`src/rtl/mask_frame_scanner.sv`:
```
// rtl/mask_frame_scanner.sv - raster scan of a 1-bit mask BRAM into an (x, y, valid) stream with end-of-frame tabulate.
// Optional: define MASK_SCANNER_MIN_PIXELS_EN to suppress tabulate_out on frames with fewer than MIN_PIXELS set pixels.
module mask_frame_scanner #(
    parameter int H_ACTIVE   = 1280,
    parameter int V_ACTIVE   = 720,
    parameter int ADDR_W     = 20,
    parameter int RD_LAT     = 2,
    parameter int MIN_PIXELS = 16
) (
    input  logic              clk_in,
    input  logic              rst_in,
    input  logic              start_in,
    output logic [ADDR_W-1:0] mask_addr_out,
    output logic              mask_rd_out,
    input  logic              mask_data_in,
    output logic [10:0]       x_out,
    output logic [9:0]        y_out,
    output logic              valid_out,
    output logic              tabulate_out,
    output logic              busy_out,
    output logic [20:0]       pixel_count_out,
    output logic              done_out
);

    typedef enum logic [1:0] {IDLE, SCAN, DRAIN, TAB} state_t;

    localparam logic [ADDR_W-1:0] LAST_ADDR  = ADDR_W'(H_ACTIVE * V_ACTIVE - 1);
    localparam logic [10:0]       X_LAST     = 11'(H_ACTIVE - 1);
    localparam logic [7:0]        DRAIN_LAST = 8'(RD_LAT - 1);

`ifdef MASK_SCANNER_MIN_PIXELS_EN
    localparam logic [20:0] MIN_CNT = 21'(MIN_PIXELS);
`else
    logic unused_min_pixels;
    assign unused_min_pixels = (MIN_PIXELS != 0);
`endif

    state_t      state;
    logic [10:0] x_cnt;
    logic [9:0]  y_cnt;
    logic [7:0]  drain_cnt;
    logic [20:0] run_count;

    // Issued coordinates ride alongside the outstanding BRAM reads.
    logic [10:0] pipe_x  [RD_LAT];
    logic [9:0]  pipe_y  [RD_LAT];
    logic        pipe_rd [RD_LAT];

    logic hit;
    assign hit = pipe_rd[RD_LAT-1] & mask_data_in;

    always_ff @(posedge clk_in) begin
        if (!rst_in) begin
            state           <= IDLE;
            x_cnt           <= '0;
            y_cnt           <= '0;
            drain_cnt       <= '0;
            run_count       <= '0;
            mask_addr_out   <= '0;
            mask_rd_out     <= 1'b0;
            x_out           <= '0;
            y_out           <= '0;
            valid_out       <= 1'b0;
            tabulate_out    <= 1'b0;
            busy_out        <= 1'b0;
            pixel_count_out <= '0;
            done_out        <= 1'b0;
            for (int i = 0; i < RD_LAT; i++) begin
                pipe_x[i]  <= '0;
                pipe_y[i]  <= '0;
                pipe_rd[i] <= 1'b0;
            end
        end else begin
            pipe_x[0]  <= x_cnt;
            pipe_y[0]  <= y_cnt;
            pipe_rd[0] <= mask_rd_out;
            for (int i = 1; i < RD_LAT; i++) begin
                pipe_x[i]  <= pipe_x[i-1];
                pipe_y[i]  <= pipe_y[i-1];
                pipe_rd[i] <= pipe_rd[i-1];
            end

            x_out     <= pipe_x[RD_LAT-1];
            y_out     <= pipe_y[RD_LAT-1];
            valid_out <= hit;
            if (hit && (run_count != '1))
                run_count <= run_count + 1'b1;

            tabulate_out <= 1'b0;
            done_out     <= 1'b0;

            case (state)
                IDLE: begin
                    if (start_in) begin
                        state         <= SCAN;
                        busy_out      <= 1'b1;
                        mask_rd_out   <= 1'b1;
                        mask_addr_out <= '0;
                        x_cnt         <= '0;
                        y_cnt         <= '0;
                        run_count     <= '0;
                    end
                end
                SCAN: begin
                    if (mask_addr_out == LAST_ADDR) begin
                        state       <= DRAIN;
                        mask_rd_out <= 1'b0;
                        drain_cnt   <= '0;
                    end else begin
                        mask_addr_out <= mask_addr_out + 1'b1;
                        if (x_cnt == X_LAST) begin
                            x_cnt <= '0;
                            y_cnt <= y_cnt + 1'b1;
                        end else begin
                            x_cnt <= x_cnt + 1'b1;
                        end
                    end
                end
                DRAIN: begin
                    // The last read's hit is counted on the final DRAIN cycle, so TAB sees the full count.
                    if (drain_cnt == DRAIN_LAST)
                        state <= TAB;
                    else
                        drain_cnt <= drain_cnt + 1'b1;
                end
                TAB: begin
                    state           <= IDLE;
                    busy_out        <= 1'b0;
                    done_out        <= 1'b1;
                    pixel_count_out <= run_count;
`ifdef MASK_SCANNER_MIN_PIXELS_EN
                    tabulate_out    <= (run_count >= MIN_CNT);
`else
                    tabulate_out    <= 1'b1;
`endif
                end
                default: begin
                    state    <= IDLE;
                    busy_out <= 1'b0;
                end
            endcase
        end
    end

endmodule

```
`config.mk`:
```
export PLATFORM = sky130hd
export DESIGN_NAME = mask_frame_scanner
export DESIGN_NICKNAME = d
export VERILOG_FILES = /design/src/rtl/mask_frame_scanner.sv
export SDC_FILE = /design/constraint.sdc
export NUM_CORES = 1
export LEC_CHECK = 0
export BUFFER_PORTS_ARGS = -buffer_cell sky130_fd_sc_hd__clkbuf_2
export CAP_MARGIN = 5
export CORE_MARGIN = 8
export CORE_UTILIZATION = 25
export CTS_BUF_LIST = sky130_fd_sc_hd__clkbuf_8
export CTS_CLUSTER_SIZE = 25
export DETAILED_ROUTE_END_ITERATION = 8
export GPL_TIMING_DRIVEN = 1
export PLACE_DENSITY = 0.44
export SLEW_MARGIN = 30
export SYNTH_ARGS = -nofsm -noshare
export SYNTH_HDL_FRONTEND = slang
export SYNTH_SLANG_ARGS = --single-unit
```
`constraint.sdc`:
```
create_clock -name clk_in -period 2.35 [get_ports clk_in]
set_input_delay 0.235 -clock clk_in [delete_from_list [all_inputs] [get_ports clk_in]]
set_output_delay 0.235 -clock clk_in [all_outputs]
set_load 0.1 [all_outputs]
```
**After elaboration in Yosys (flattened, before gate mapping)**

Memories as Yosys holds them, arrays and structs flattened. A register that Yosys moved wholly into a read port is not among the register bits.
Cells that the tools add are included.

- Output and inout bits: 67
- Word-level logic and storage cells: 86
- Memories: 3
- Memory bits (writable): 44
- Register bits: 97

- Mux-type cells: 34
- Bitwise logic cells: 7
- Eq/ne operators: 13
- Reductions and logical operators: 13
- Add/subtract/negate cells: 5

Memory list:

| name | words | width | read ports | clocked after Yosys merged registers in | wr ports | line | RTL |
|---|---|---|---|---|---|---|---|
| pipe_x | 2 | 11 | 2 | 1 | 2 | 45 | `logic [10:0] pipe_x [RD_LAT];` |
| pipe_y | 2 | 10 | 2 | 1 | 2 | 46 | `logic [9:0] pipe_y [RD_LAT];` |
| pipe_rd | 2 | 1 | 2 | 0 | 2 | 47 | `logic pipe_rd [RD_LAT];` |

Operators by type and width:

| kind | count |
|---|---|
| 21-bit two-way mux | 3 |
| 11-bit two-way mux | 5 |
| 10-bit two-way mux | 5 |
| 20-bit two-way mux | 2 |
| 20-bit case mux with 2 select lines | 1 |
| 11-bit case mux with 2 select lines | 1 |
| 21-bit by 1-bit adder with 21-bit output (second input constant) | 1 |
| 21-bit != test (second input constant) | 1 |
| 20-bit by 1-bit adder with 20-bit output (second input constant) | 1 |
| 20-bit == test (second input constant) | 1 |
| 10-bit case mux with 2 select lines | 1 |
| 8-bit two-way mux | 2 |
| 8-bit case mux with 2 select lines | 1 |
| 2-bit != test (second input constant) | 6 |
| 3-bit AND reduction | 4 |
| 11-bit by 1-bit adder with 11-bit output (second input constant) | 1 |
| 11-bit == test (second input constant) | 1 |
| 10-bit by 1-bit adder with 10-bit output (second input constant) | 1 |
| 8-bit by 1-bit adder with 8-bit output (second input constant) | 1 |
| 8-bit by 1-bit == test with 1-bit output (second input constant) | 1 |
| 2-bit case mux with 4 select lines | 1 |
| 1-bit two-way mux | 7 |
| 2-bit two-way mux | 3 |
| 1-bit bitwise OR | 6 |
| other kinds (10) | 15 |

**Logic depth before layout (Yosys ltp)**

Gate-level depths: netlist of run 1.
An unclocked memory read counts as a cell.

- Depth after elaboration: 6
- Depth in mapped cells: 9
- Gate-level depth less buffers: 7

**Least setup slack after synthesis of run 1**

Ideal clock, no wire load.

- Kind: flip-flop to flip-flop
- Start point: reg mask_addr_out[0]
- End point: reg state[1]
- Setup slack: -0.387 ns
- Arrival: 2.665 ns
- Cell stages (with the launch flop): 9
- Library setup time: 0.072 ns
- Buffers on the path: 2
- Path through: dfxtp_1 > ha_1 > and3_1 > and4_1 > clkbuf_1 > a21oi_1 > buf_2 > nor3_1 > mux2i_1

- Cells in the longest elaborated chain, start to end: 3

Ends and longest elaborated chain:

| item | line | RTL |
|---|---|---|
| from (decl) | 13 | `output logic [ADDR_W-1:0] mask_addr_out,` |
| from (signal assigned) | 110 | `mask_addr_out <= mask_addr_out + 1'b1;` |
| 20-bit == test | 105 | `if (mask_addr_out == LAST_ADDR) begin` |
| 2-bit != test (no line) | n/a |  |
| 3-bit AND reduction (no line) | n/a |  |
| to (signal assigned) | 106 | `state <= DRAIN;` |
| to (signal assigned) | 122 | `state <= TAB;` |
| to (signal assigned) | 127 | `state <= IDLE;` |
| to (decl) | 38 | `state_t state;` |

No other way between the ends.
A chain may end at the register's enable or synchronous reset.

**Worst setup path after layout of run 1**

- Start point: reg state[0]
- End point: reg x_cnt[6]

- Cells in the longest elaborated chain, start to end: 3
- Elaborated cells on any way between the ends: 7
- Classes of those cells: eq/ne: 3; mux: 1; reduce/logical: 3

Ends and longest elaborated chain:

| item | line | RTL |
|---|---|---|
| from (signal assigned) | 54 | `state <= IDLE;` |
| from (signal assigned) | 95 | `state <= SCAN;` |
| from (signal assigned) | 106 |  |
| 2-bit by 1-bit == test with 1-bit output or 2-bit logical NOT (tied branches) | 92 | `case (state)` |
| 2-bit != test (no line) or 2-bit nonzero test (tied branches) | n/a |  |
| 3-bit AND reduction (no line) | n/a |  |
| to (signal assigned) | 115 | `x_cnt <= x_cnt + 1'b1;` |
| to (decl) | 39 | `logic [10:0] x_cnt;` |

Parallel ways exist; a longest one is shown, timed or not.

==> results of run 1 <==
-- cells in the final DEF (no fill, tap or decap), types with 26 or more instances in the layout --
| cell | netlist | final |
|---|---|---|
| mux2i_1 | 26 | 26 |
| nand2_1 | 58 | 58 |
| dfxtp_1 | 162 | 143 |
| nor2_1 | 68 | 68 |
| a21oi_1 | 46 | 46 |
| buf_4 | 1 | 29 |
| nand3_1 | 30 | 30 |
| and2_1 | 63 | 63 |
| clkbuf_2 | 0 | 70 |
| o21ai_0 | 26 | 26 |
-- worst paths after layout --
check                                        startpoint               endpoint  slack (ns)  cells past startpoint
worst max-delay path              state[0]$_SDFFE_PN0P_  x_cnt[6]$_SDFFE_PN0P_        0.18                      8
worst min-delay path                       mask_data_in   valid_out$_SDFF_PN0_         0.1                      3
worst max register to register    state[0]$_SDFFE_PN0P_  x_cnt[6]$_SDFFE_PN0P_        0.18                      8
worst min register to register  pipe_x[1][7]$_SDFF_PN0_    x_out[7]$_SDFF_PN0_        0.43                      1
-- sequential cells by signal, indices dropped and copies added (netlist names) --
register	flops
busy_out	1
done_out	1
drain_cnt	8
mask_addr_out	20
mask_rd_out	1
pipe_rd	2
pipe_x	22
pipe_y	20
pixel_count_out	21
run_count	21
state	2
valid_out	1
x_cnt	11
x_out	11
y_cnt	10
y_out	10
-- routing by layer --
metal | routed length [um] | vias up | track usage, % | part of all wire (%)
met5 | 0 | - | 0 | 0
met4 | 147 | 0 | 3.888 | 0.90
met3 | 685 | 8 | 2.756 | 4.2
met2 | 7355 | 71 | 16.59 | 45
met1 | 8133 | 2381 | 14.17 | 50
li1 | - | 2671 | - | -
-- area by class of cell --
cell class / count / area [um^2]
well taps: 330 / 412.9
clock buffers: 17 / 234.0
fillers: 2734 / 17550
clock inverters: 15 / 182.7
multi-input cells: 491 / 2968
inverters: 18 / 67.56
repair buffers: 99 / 568.0
flip-flops and latches: 162 / 3272
-- worst max-delay path: cells and delay by family, from the launching register on --
kind | cells | cell delay [ns]
AND/OR/NAND/NOR | 3 | 0.70
AO/OA/AOI/OAI | 2 | 0.42
flip-flops | 1 | 0.40
adder cells (fa/ha/maj) | 1 | 0.32
buffers and inverters | 2 | 0.30
-- power by group through the flow --
stage | clock [mW] | combinational, mW | sequential, mW
2_1_floorplan | 0 | 0.746 | 3.06
3_3_place_gp | 0 | 1.27 | 2.92
3_5_place_dp | 0 | 1.27 | 2.92
4_1_cts | 2.25 | 1.27 | 2.86
5_1_grt | 2.37 | 1.38 | 2.87
6_report | 2.12 | 1.26 | 2.86
-- kinds of logic (layout without fill, tap and decap cells) --
kind of cell             count (synthesis)  after routing  synth area share [%]
XOR/XNOR                                10             10                 1.362
AND/OR/NAND/NOR                        306            306                 24.84
buffers and inverters                   51            149                 3.502
flip-flops                             162            162                 50.43
multiplexers                            26             26                 4.047
adder cells (fa/ha/maj)                 10             10                 1.946
AO/OA/AOI/OAI                          139            139                 13.87
-- stage by stage --
step	hold WS [ns]	power [mW]	util, %	setup slack, ns	instance area [um^2]
detailed placement	0.4120	4.188	28.84	0.07016	7283
global route	0.06391	6.611	30.51	0.05773	7705
CTS	0.05065	6.385	30.49	0.02834	7700
global placement	0.4136	4.188	28.84	0.1036	7283
finish	0.09585	6.244	30.51	0.1799	7705
floorplan	0.3725	3.809	-	0.04723	6460
==> impl_metrics.py, run 1 <==
metrics = {
    "run_status": {
        "status": "finished clean",
    },
    "min_path": {
        "hp-class": "in2reg",
    },
    "sta": {
        "min_period_ns": 2.170,
        "rsz0062_at_grt": "false",
        "setup_viol": 0,
        "fmax_ghz": 0.4608,
        "fin_skew_ns": 0.02166,
        "fin_crit_sh_pct": 92.35,
        "timing.final.hold_violations": 0,
        "slew_violations": 0,
        "slew_headroom_pct": 61.31,
        "worstMarginPinSlew_ns": 0.5829,
        "finalSetupTns_ns": 0,
    },
    "global_route": {
        "grt_pass1_vias": 4950,
        "grt_pass1_wl_um": 26860,
        "grt_max_degree": 56,
        "track_usage_pct": 10.72,
        "grt_antenna_before_repair": 0,
        "overflow": 0,
    },
    "finish": {
        "drive_gt1_share_pct": 19.83,
        "fin_cells": 1132,
        "nets": 803,
        "syn2layout_area_growth_pct": 19.81,
        "diodes": 0,
    },
    "yosys": {
        "ys_seq_elements": 162,
        "synth.largest_area_cell": "dfxtp_1",
        "syn_area_per_cell_um2": 9.135,
        "synth_ff_type": "dfxtp_1",
        "seq_area_frac_synth_pct": 50.43,
        "yosysMostFrequentCell": "dfxtp_1",
        "synth_edf_count": 0,
        "syn_inst": 704,
        "synth_fp_nets": 718,
        "yosysWarnings": 0,
        "synth_cell_type_count": 59,
        "async_flop_share_pct": 0,
        "synth_common_cells": "162 x dfxtp_1, 68 x nor2_1, 63 x and2_1",
        "synth_area_um2": 6431,
        "yosysTopAreaCellShare_pct": 50.43,
        "synth_area_leaders": "dfxtp_1 50%, and2_1 6.1%, mux2i_1 4.0%",
    },
    "floorplanning": {
        "core_area_um2": 25250,
        "die_x_um": 176.4,
        "dieArea_um2": 31110,
        "rows": 58,
        "ios": 71,
        "chipHeight_um": 176.4,
        "start_util_pct": 25.47,
    },
    "placed_design": {
        "dp_cells": 1100,
        "port_buffers": 70,
        "gp_congestion": 0.7526,
        "dp_hpwl_um": 11260,
    },
    "route": {
        "ant_nets": 0,
        "drt_pass1_iterations": 4,
        "wl_per_cell_um": 14.42,
        "via_count": 5131,
        "dr.first_iter.drc_count": 228,
        "finalWirelength_um": 16320,
        "drc": 0,
        "drt-vias-per-instance": 4.533,
    },
    "pwr": {
        "internal_power_mw": 4.005,
        "p_leak_nw": 2.901,
        "power_frac_seq_pct": 45.7,
        "powerDensity_nw_per_um2": 810.4,
        "pwr-share-clk_pct": 34.0,
        "ir_drop_uv": 375.3,
        "p_switching_mw": 2.239,
        "combPwrFrac_pct": 20.2,
        "power.share.switching_pct": 35.86,
    },
    "worst_setup_path": {
        "crit_top_cell": "a21o_1",
        "path_cells": "inv_1 > ha_1 > nand2b_2 > nand3_1 > a21o_1 > buf_4 > nor4_1 > a21o_1",
        "worstPathArrival_ns": 2.58,
        "start_kind": "flip-flop",
        "end_kind": "flip-flop",
        "critPathKind": "reg2reg",
        "critPathMaxFanout": 7,
        "critPathSlowestCell": "dfxtp_1",
        "crit_required_ns": 2.76,
        "crit_path_max_incr_delay_ns": 0.40,
    },
    "cts": {
        "clk_latency_ns": 0.46,
        "clk_path_buf_depth": 2,
        "path_clk_slew_ns": 0.11,
        "h-tree-depth": 4,
        "cts_hold_buf": 0,
        "ctsResizeCount": 0,
        "cts.sinks": 162,
        "cts_root_buf": "clkbuf_8",
        "cts_tree": "built",
        "numCtsBuffers": 17,
        "postCtsSetupBuffers": 0,
    },
    "flow_run": {
        "maxCapViolations": 0,
    },
}
(Power assumes the default switching activity.)
==> run 2: changes to the inputs <==
--- a/config.mk
+++ b/config.mk
@@ -5,15 +5,15 @@
 export SDC_FILE = /design/constraint.sdc
 export NUM_CORES = 1
 export LEC_CHECK = 0
-export BUFFER_PORTS_ARGS = -buffer_cell sky130_fd_sc_hd__clkbuf_2
 export CAP_MARGIN = 5
 export CORE_MARGIN = 8
 export CORE_UTILIZATION = 25
 export CTS_BUF_LIST = sky130_fd_sc_hd__clkbuf_8
 export CTS_CLUSTER_SIZE = 25
 export DETAILED_ROUTE_END_ITERATION = 8
+export DONT_BUFFER_PORTS = 1
 export GPL_TIMING_DRIVEN = 1
-export PLACE_DENSITY = 0.44
+export PLACE_DENSITY = 0.41
 export SLEW_MARGIN = 30
 export SYNTH_ARGS = -nofsm -noshare
 export SYNTH_HDL_FRONTEND = slang
==> run 2 against run 1 <==
- sequential share of layout area fell by 0.49 points
- first-iteration DRC count rose by 12%
- hold slack got worse by 0.044 ns
- critical endpoint is now drain_cnt[5]$_SDFFE_PN0P_
- largest cell class unchanged
- largest power group unchanged
==> impl_metrics.py, run 2 (synthesized netlist as in run 1, its figures left out) <==
metrics = {
    "run_status": {
        "status": "finished clean",
    },
    "flow_run": {
        "maxCapViolations": 0,
    },
    "placed_design": {
        "gp_congestion": 0.7809,
        "dp_cells": 1089,
        "dp_hpwl_um": 11070,
        "place_ws_ns": 0.08965,
        "port_buffers": 0,
    },
    "route": {
        "via_count": 5196,
        "drc": 0,
        "drt_pass1_iterations": 5,
        "dr.first_iter.drc_count": 255,
        "finalWirelength_um": 16070,
        "ant_nets": 0,
        "wl_per_cell_um": 14.32,
        "drt-vias-per-instance": 4.631,
    },
    "cts": {
        "clk_path_buf_depth": 2,
        "numCtsBuffers": 17,
        "h-tree-depth": 4,
        "postCtsSetupBuffers": 0,
        "clk_latency_ns": 0.44,
        "cts.sinks": 162,
        "cts_tree": "built",
        "path_clk_slew_ns": 0.10,
        "cts_root_buf": "clkbuf_8",
    },
    "sta": {
        "finalSetupTns_ns": 0,
        "min_period_ns": 2.190,
        "fin_crit_sh_pct": 93.19,
        "worstMarginPinSlew_ns": 0.5948,
        "slew_headroom_pct": 59.98,
        "fmax_ghz": 0.4566,
        "setup_viol": 0,
        "slew_violations": 0,
        "layout_setup_ws_ns": 0.1600,
        "fin_skew_ns": 0.01720,
        "timing.final.hold_violations": 0,
        "rsz0062_at_grt": "false",
    },
    "global_route": {
        "grt_max_degree": 82,
        "grt_antenna_before_repair": 0,
        "grt_pass1_vias": 5148,
        "grt_pass1_wl_um": 27050,
        "track_usage_pct": 10.63,
        "overflow": 0,
    },
    "floorplanning": {
        "start_util_pct": 25.47,
        "ios": 71,
        "core_area_um2": 25250,
        "chipHeight_um": 176.4,
        "dieArea_um2": 31110,
        "die_x_um": 176.4,
        "rows": 58,
    },
    "finish": {
        "regMostFlops": "pipe_x",
        "utilization_pct": 30.88,
        "nFillCells": 2688,
        "largestRegisters": "pipe_x: 22 flops, pixel_count_out: 21 flops, run_count: 21 flops",
        "fin_cells": 1122,
        "final_cell_mix": "142 x dfxtp_1, 88 x buf_4, 67 x nor2_1",
        "diodes": 0,
        "nets": 794,
        "drive_gt1_share_pct": 18.69,
        "largest_reg_flops": 22,
        "syn2layout_area_growth_pct": 21.26,
        "mostFrequentLayoutCell": "dfxtp_1",
    },
    "worst_setup_path": {
        "end_kind": "flip-flop",
        "cp-startpoint": "mask_addr_out[0]$_SDFFE_PN0P_",
        "worstPathArrival_ns": 2.56,
        "critPathMaxFanout": 18,
        "critPathKind": "reg2reg",
        "r2r-start": "mask_addr_out[0]$_SDFFE_PN0P_",
        "crit_required_ns": 2.72,
        "start_kind": "flip-flop",
    },
    "min_path": {
        "hp-class": "in2reg",
        "hold_start": "rst_in",
    },
    "pwr": {
        "ir_drop_uv": 275.5,
        "p_leak_nw": 2.909,
        "powerDensity_nw_per_um2": 776.4,
    },
}
[run 2: cell count changes in the layout (fill, tap and decap cells not counted), sizes merged]
cell	before	now
clkbuf	87	19
dlygate4sd3	0	1
bufinv	0	1
inv	24	23
clkinvlp	0	1
buf	29	89
clkinv	9	5
[run 2: timing repair]
action | in CTS | in global routing
hold buffers | 2 | 0
endpoints found under the hold margin | 85 | 0
resized for setup | 0 | 4
endpoints found under the setup margin | 0 | 10
[run 2: final cells by class]
cell class | instances | area (um^2) | area share (%)
Sequential cell | 162 | 3273 | 41.97
Multi-Input combinational cell | 491 | 2974 | 38.14
Timing Repair Buffer | 90 | 698.2 | 8.952
Tap cell | 330 | 412.9 | 5.294
Clock buffer | 19 | 261.5 | 3.353
Clock inverter | 12 | 111.4 | 1.428
Inverter | 18 | 67.56 | 0.8664
[run 2: through the flow]
step / instance area (um^2) / hold WS [ns] / total power, mW
floorplan: 6460 / 0.3725 / 3.809
finish: 7799 / 0.05191 / 6.055
detailed placement: 7377 / 0.3737 / 4.124
CTS: 7787 / 0.01286 / 6.149
global route: 7799 / 0.01355 / 6.416
global placement: 7377 / 0.3752 / 4.105
[run 2: worst max-delay path, stage by stage, from the launching register on]
cell,delay [ns]
dfxtp_4,0.36
ha_1,0.17
and3_1,0.23
and4_2,0.39
a21oi_1,0.11
buf_4,0.20
or4_1,0.50
a21oi_1,0.15
[run 2: power by group]
group          switching, mW  leakage (nW)  internal (mW)
logic                  0.876          1.39          0.374
registers             0.0381          1.32           2.80
clock network           1.07         0.200          0.899
[run 2: final timing paths]
check	endpoint	slack, ns	cells past startpoint
min reg2reg	pipe_y[1][6]$_SDFF_PN0_	0.43	1
max reg2reg	drain_cnt[5]$_SDFFE_PN0P_	0.16	7
max	drain_cnt[5]$_SDFFE_PN0P_	0.16	7
min	x_cnt[2]$_SDFFE_PN0P_	0.05	3
[run 2: metal layers]
layer | wire [um] | GRT usage, % | up-vias | part of all wire [%]
met5 | 0 | 0 | - | 0
met4 | 194 | 3.503 | 0 | 1.2
met3 | 895 | 3.461 | 10 | 5.6
met2 | 7489 | 16.89 | 104 | 47
met1 | 7488 | 13.41 | 2424 | 47
li1 | - | - | 2658 | -
==> run 3: changes to the inputs <==
--- a/config.mk
+++ b/config.mk
@@ -6,6 +6,8 @@
 export NUM_CORES = 1
 export LEC_CHECK = 0
 export CAP_MARGIN = 5
+export CELL_PAD_IN_SITES_DETAIL_PLACEMENT = 1
+export CELL_PAD_IN_SITES_GLOBAL_PLACEMENT = 1
 export CORE_MARGIN = 8
 export CORE_UTILIZATION = 25
 export CTS_BUF_LIST = sky130_fd_sc_hd__clkbuf_8
@@ -13,7 +15,7 @@
 export DETAILED_ROUTE_END_ITERATION = 8
 export DONT_BUFFER_PORTS = 1
 export GPL_TIMING_DRIVEN = 1
-export PLACE_DENSITY = 0.41
+export PLACE_DENSITY = 0.49
 export SLEW_MARGIN = 30
 export SYNTH_ARGS = -nofsm -noshare
 export SYNTH_HDL_FRONTEND = slang
==> constraint.sdc (replaced) <==
create_clock -name clk_in -period 2.7 [get_ports clk_in]
set_input_delay 0.27 -clock clk_in [delete_from_list [all_inputs] [get_ports clk_in]]
set_output_delay 0.27 -clock clk_in [all_outputs]
set_load 0.1 [all_outputs]
==> run 3 against run 2 <==
- setup slack improved by 0.20 ns
- total power is 11% lower
- flip-flop and latch count unchanged
==> impl_metrics.py, run 3 (synthesized netlist as in run 1, its figures left out) <==
metrics = {
    "route": {
        "finalWirelength_um": 17590,
        "wl_per_cell_um": 16.19,
        "drt_pass1_iterations": 4,
        "drc": 0,
        "dr.first_iter.drc_count": 200,
        "drt-vias-per-instance": 4.818,
        "via_count": 5232,
        "ant_nets": 0,
    },
    "floorplanning": {
        "rows": 58,
        "die_x_um": 176.4,
        "dieArea_um2": 31110,
        "chipHeight_um": 176.4,
        "core_area_um2": 25250,
        "ios": 71,
        "start_util_pct": 25.47,
    },
    "min_path": {
        "min_path_cells": 2,
        "hp-class": "in2reg",
        "holdPathEnd": "y_cnt[3]$_SDFFE_PN0P_",
        "hold_start": "rst_in",
    },
    "finish": {
        "largest_reg_flops": 22,
        "syn2layout_area_growth_pct": 16.93,
        "final_cell_mix": "158 x dfxtp_1, 68 x nor2_1, 63 x and2_1",
        "mostFrequentLayoutCell": "dfxtp_1",
        "regMostFlops": "pipe_x",
        "drive_gt1_share_pct": 12.70,
        "diodes": 0,
        "nets": 758,
        "largestRegisters": "pipe_x: 22 flops, pixel_count_out: 21 flops, run_count: 21 flops",
    },
    "sta": {
        "slew_violations": 0,
        "worstMarginPinSlew_ns": 0.9961,
        "fin_crit_sh_pct": 86.59,
        "slew_headroom_pct": 33.75,
        "fin_skew_ns": 0.01395,
        "timing.final.hold_violations": 0,
        "rsz0062_at_grt": "false",
        "fmax_ghz": 0.4277,
        "min_period_ns": 2.338,
        "setup_viol": 0,
        "finalSetupTns_ns": 0,
    },
    "pwr": {
        "power_frac_seq_pct": 46.4,
        "p_leak_nw": 2.703,
        "pwr-share-clk_pct": 34.2,
        "power.share.switching_pct": 33.28,
        "internal_power_mw": 3.595,
        "fin_total_pwr_mw": 5.387,
        "p_switching_mw": 1.793,
        "ir_drop_uv": 262.2,
        "powerDensity_nw_per_um2": 716.4,
        "combPwrFrac_pct": 19.3,
    },
    "worst_setup_path": {
        "start_kind": "flip-flop",
        "end_kind": "flip-flop",
        "worst-r2r-cell-count": 6,
        "critPathKind": "reg2reg",
        "critPathMaxFanout": 8,
        "r2r_setup_slack_ns": 0.36,
        "r2r-start": "x_cnt[0]$_SDFFE_PN0P_",
        "crit_required_ns": 3.08,
        "worstPathArrival_ns": 2.72,
        "r2r-end": "y_cnt[4]$_SDFFE_PN0P_",
    },
    "cts": {
        "clk_path_buf_depth": 2,
        "path_clk_slew_ns": 0.09,
        "clk_latency_ns": 0.45,
        "cts_tree": "built",
        "h-tree-depth": 4,
        "cts_root_buf": "clkbuf_8",
        "numCtsBuffers": 17,
        "cts.sinks": 162,
        "postCtsSetupBuffers": 0,
    },
    "global_route": {
        "top_usage_layer": "met2",
        "use_met3_pct": 3.354,
        "grt_pass1_vias": 5496,
        "grt_max_degree": 82,
        "track_usage_pct": 11.63,
        "grt_pass1_wl_um": 29290,
        "grt_antenna_before_repair": 0,
        "overflow": 0,
        "use_met1_pct": 14.05,
        "grt_use_met2_pct": 19.46,
    },
    "placed_design": {
        "gp_congestion": 0.7748,
        "port_buffers": 0,
        "dp_hpwl_um": 12200,
    },
    "run_status": {
        "status": "finished clean",
    },
    "flow_run": {
        "maxCapViolations": 0,
    },
}
## run 3: cell types whose count changed in the layout (fill, tap and decap cells not counted), moves of 2 or more
cell	previous run	this run
buf_4	88	52
clkinv_4	3	1
clkinvlp_4	1	3
dfxtp_1	142	158
dfxtp_2	18	4
dfxtp_4	2	0
inv_1	20	17
inv_6	1	5
## run 3: power groups by stage
stage / Clock, mW / Combinational (mW) / Sequential, mW
6_report: 1.84 / 1.04 / 2.50
2_1_floorplan: 0 / 0.649 / 2.67
3_3_place_gp: 0 / 1.01 / 2.55
5_1_grt: 2.04 / 1.16 / 2.51
4_1_cts: 1.93 / 1.07 / 2.50
3_5_place_dp: 0 / 1.04 / 2.56
## run 3: routing by layer
metal | routed length [um] | up-vias
li1 | - | 2578
met1 | 8293 | 2559
met2 | 8260 | 73
met3 | 682 | 22
met4 | 350 | 0
met5 | 0 | -
## run 3: worst max path at each step
| stage | from | slack (ns) | endpoint | depth (start not counted) |
|---|---|---|---|---|
| after floorplan | mask_addr_out[6]$_SDFFE_PN0P_ | 0.09 | mask_addr_out[19]$_SDFFE_PN0P_ | 5 |
| after global placement | mask_addr_out[0]$_SDFFE_PN0P_ | 0.39 | mask_addr_out[15]$_SDFFE_PN0P_ | 6 |
| after detailed placement | mask_addr_out[0]$_SDFFE_PN0P_ | 0.28 | mask_addr_out[16]$_SDFFE_PN0P_ | 6 |
| after CTS | mask_addr_out[0]$_SDFFE_PN0P_ | 0.25 | mask_addr_out[16]$_SDFFE_PN0P_ | 6 |
| after global routing | state[0]$_SDFFE_PN0P_ | 0.12 | x_cnt[10]$_SDFFE_PN0P_ | 7 |
| final | x_cnt[0]$_SDFFE_PN0P_ | 0.36 | y_cnt[4]$_SDFFE_PN0P_ | 6 |
## run 3: repair_timing
| item | 4_1_cts | 5_1_grt |
|---|---|---|
| hold buffers | 2 | 0 |
| gates resized for setup | 0 | 0 |
| endpoints found under the hold margin | 81 | 0 |
## run 3: area by class of cell
| class | count | area, um^2 |
|---|---|---|
| clock buffer | 18 | 247.7 |
| clock inverter | 13 | 151.4 |
| fill | 2941 | 17730 |
| inverter | 18 | 67.56 |
| multi-input combinational | 491 | 2964 |
| sequential | 162 | 3248 |
| tap | 330 | 412.9 |
| timing repair buffer | 54 | 427.9 |
## run 3: critical path, cell delays in order (launching register included)
cell and delay [ns]:
dfxtp_1 0.43, ha_1 0.23, nand3_1 0.26, or3_1 0.57, or4_1 0.50, a2bb2oi_1 0.15, a21oi_1 0.14
## run 3: stage by stage
stage / instances / hold WS (ns) / area (um^2) / worst slack, ns / util [%]
2_1_floorplan: 704 / 0.4057 / 6434 / 0.09257 / -
3_3_place_gp: 1053 / 0.4080 / 7081 / 0.3888 / 28.04
3_5_place_dp: 1053 / 0.4108 / 7082 / 0.2797 / 28.04
4_1_cts: 1086 / 0.01523 / 7518 / 0.2502 / 29.77
5_1_grt: 1086 / 0.02760 / 7520 / 0.1188 / 29.78
6_report: 1086 / 0.05421 / 7520 / 0.3622 / 29.78
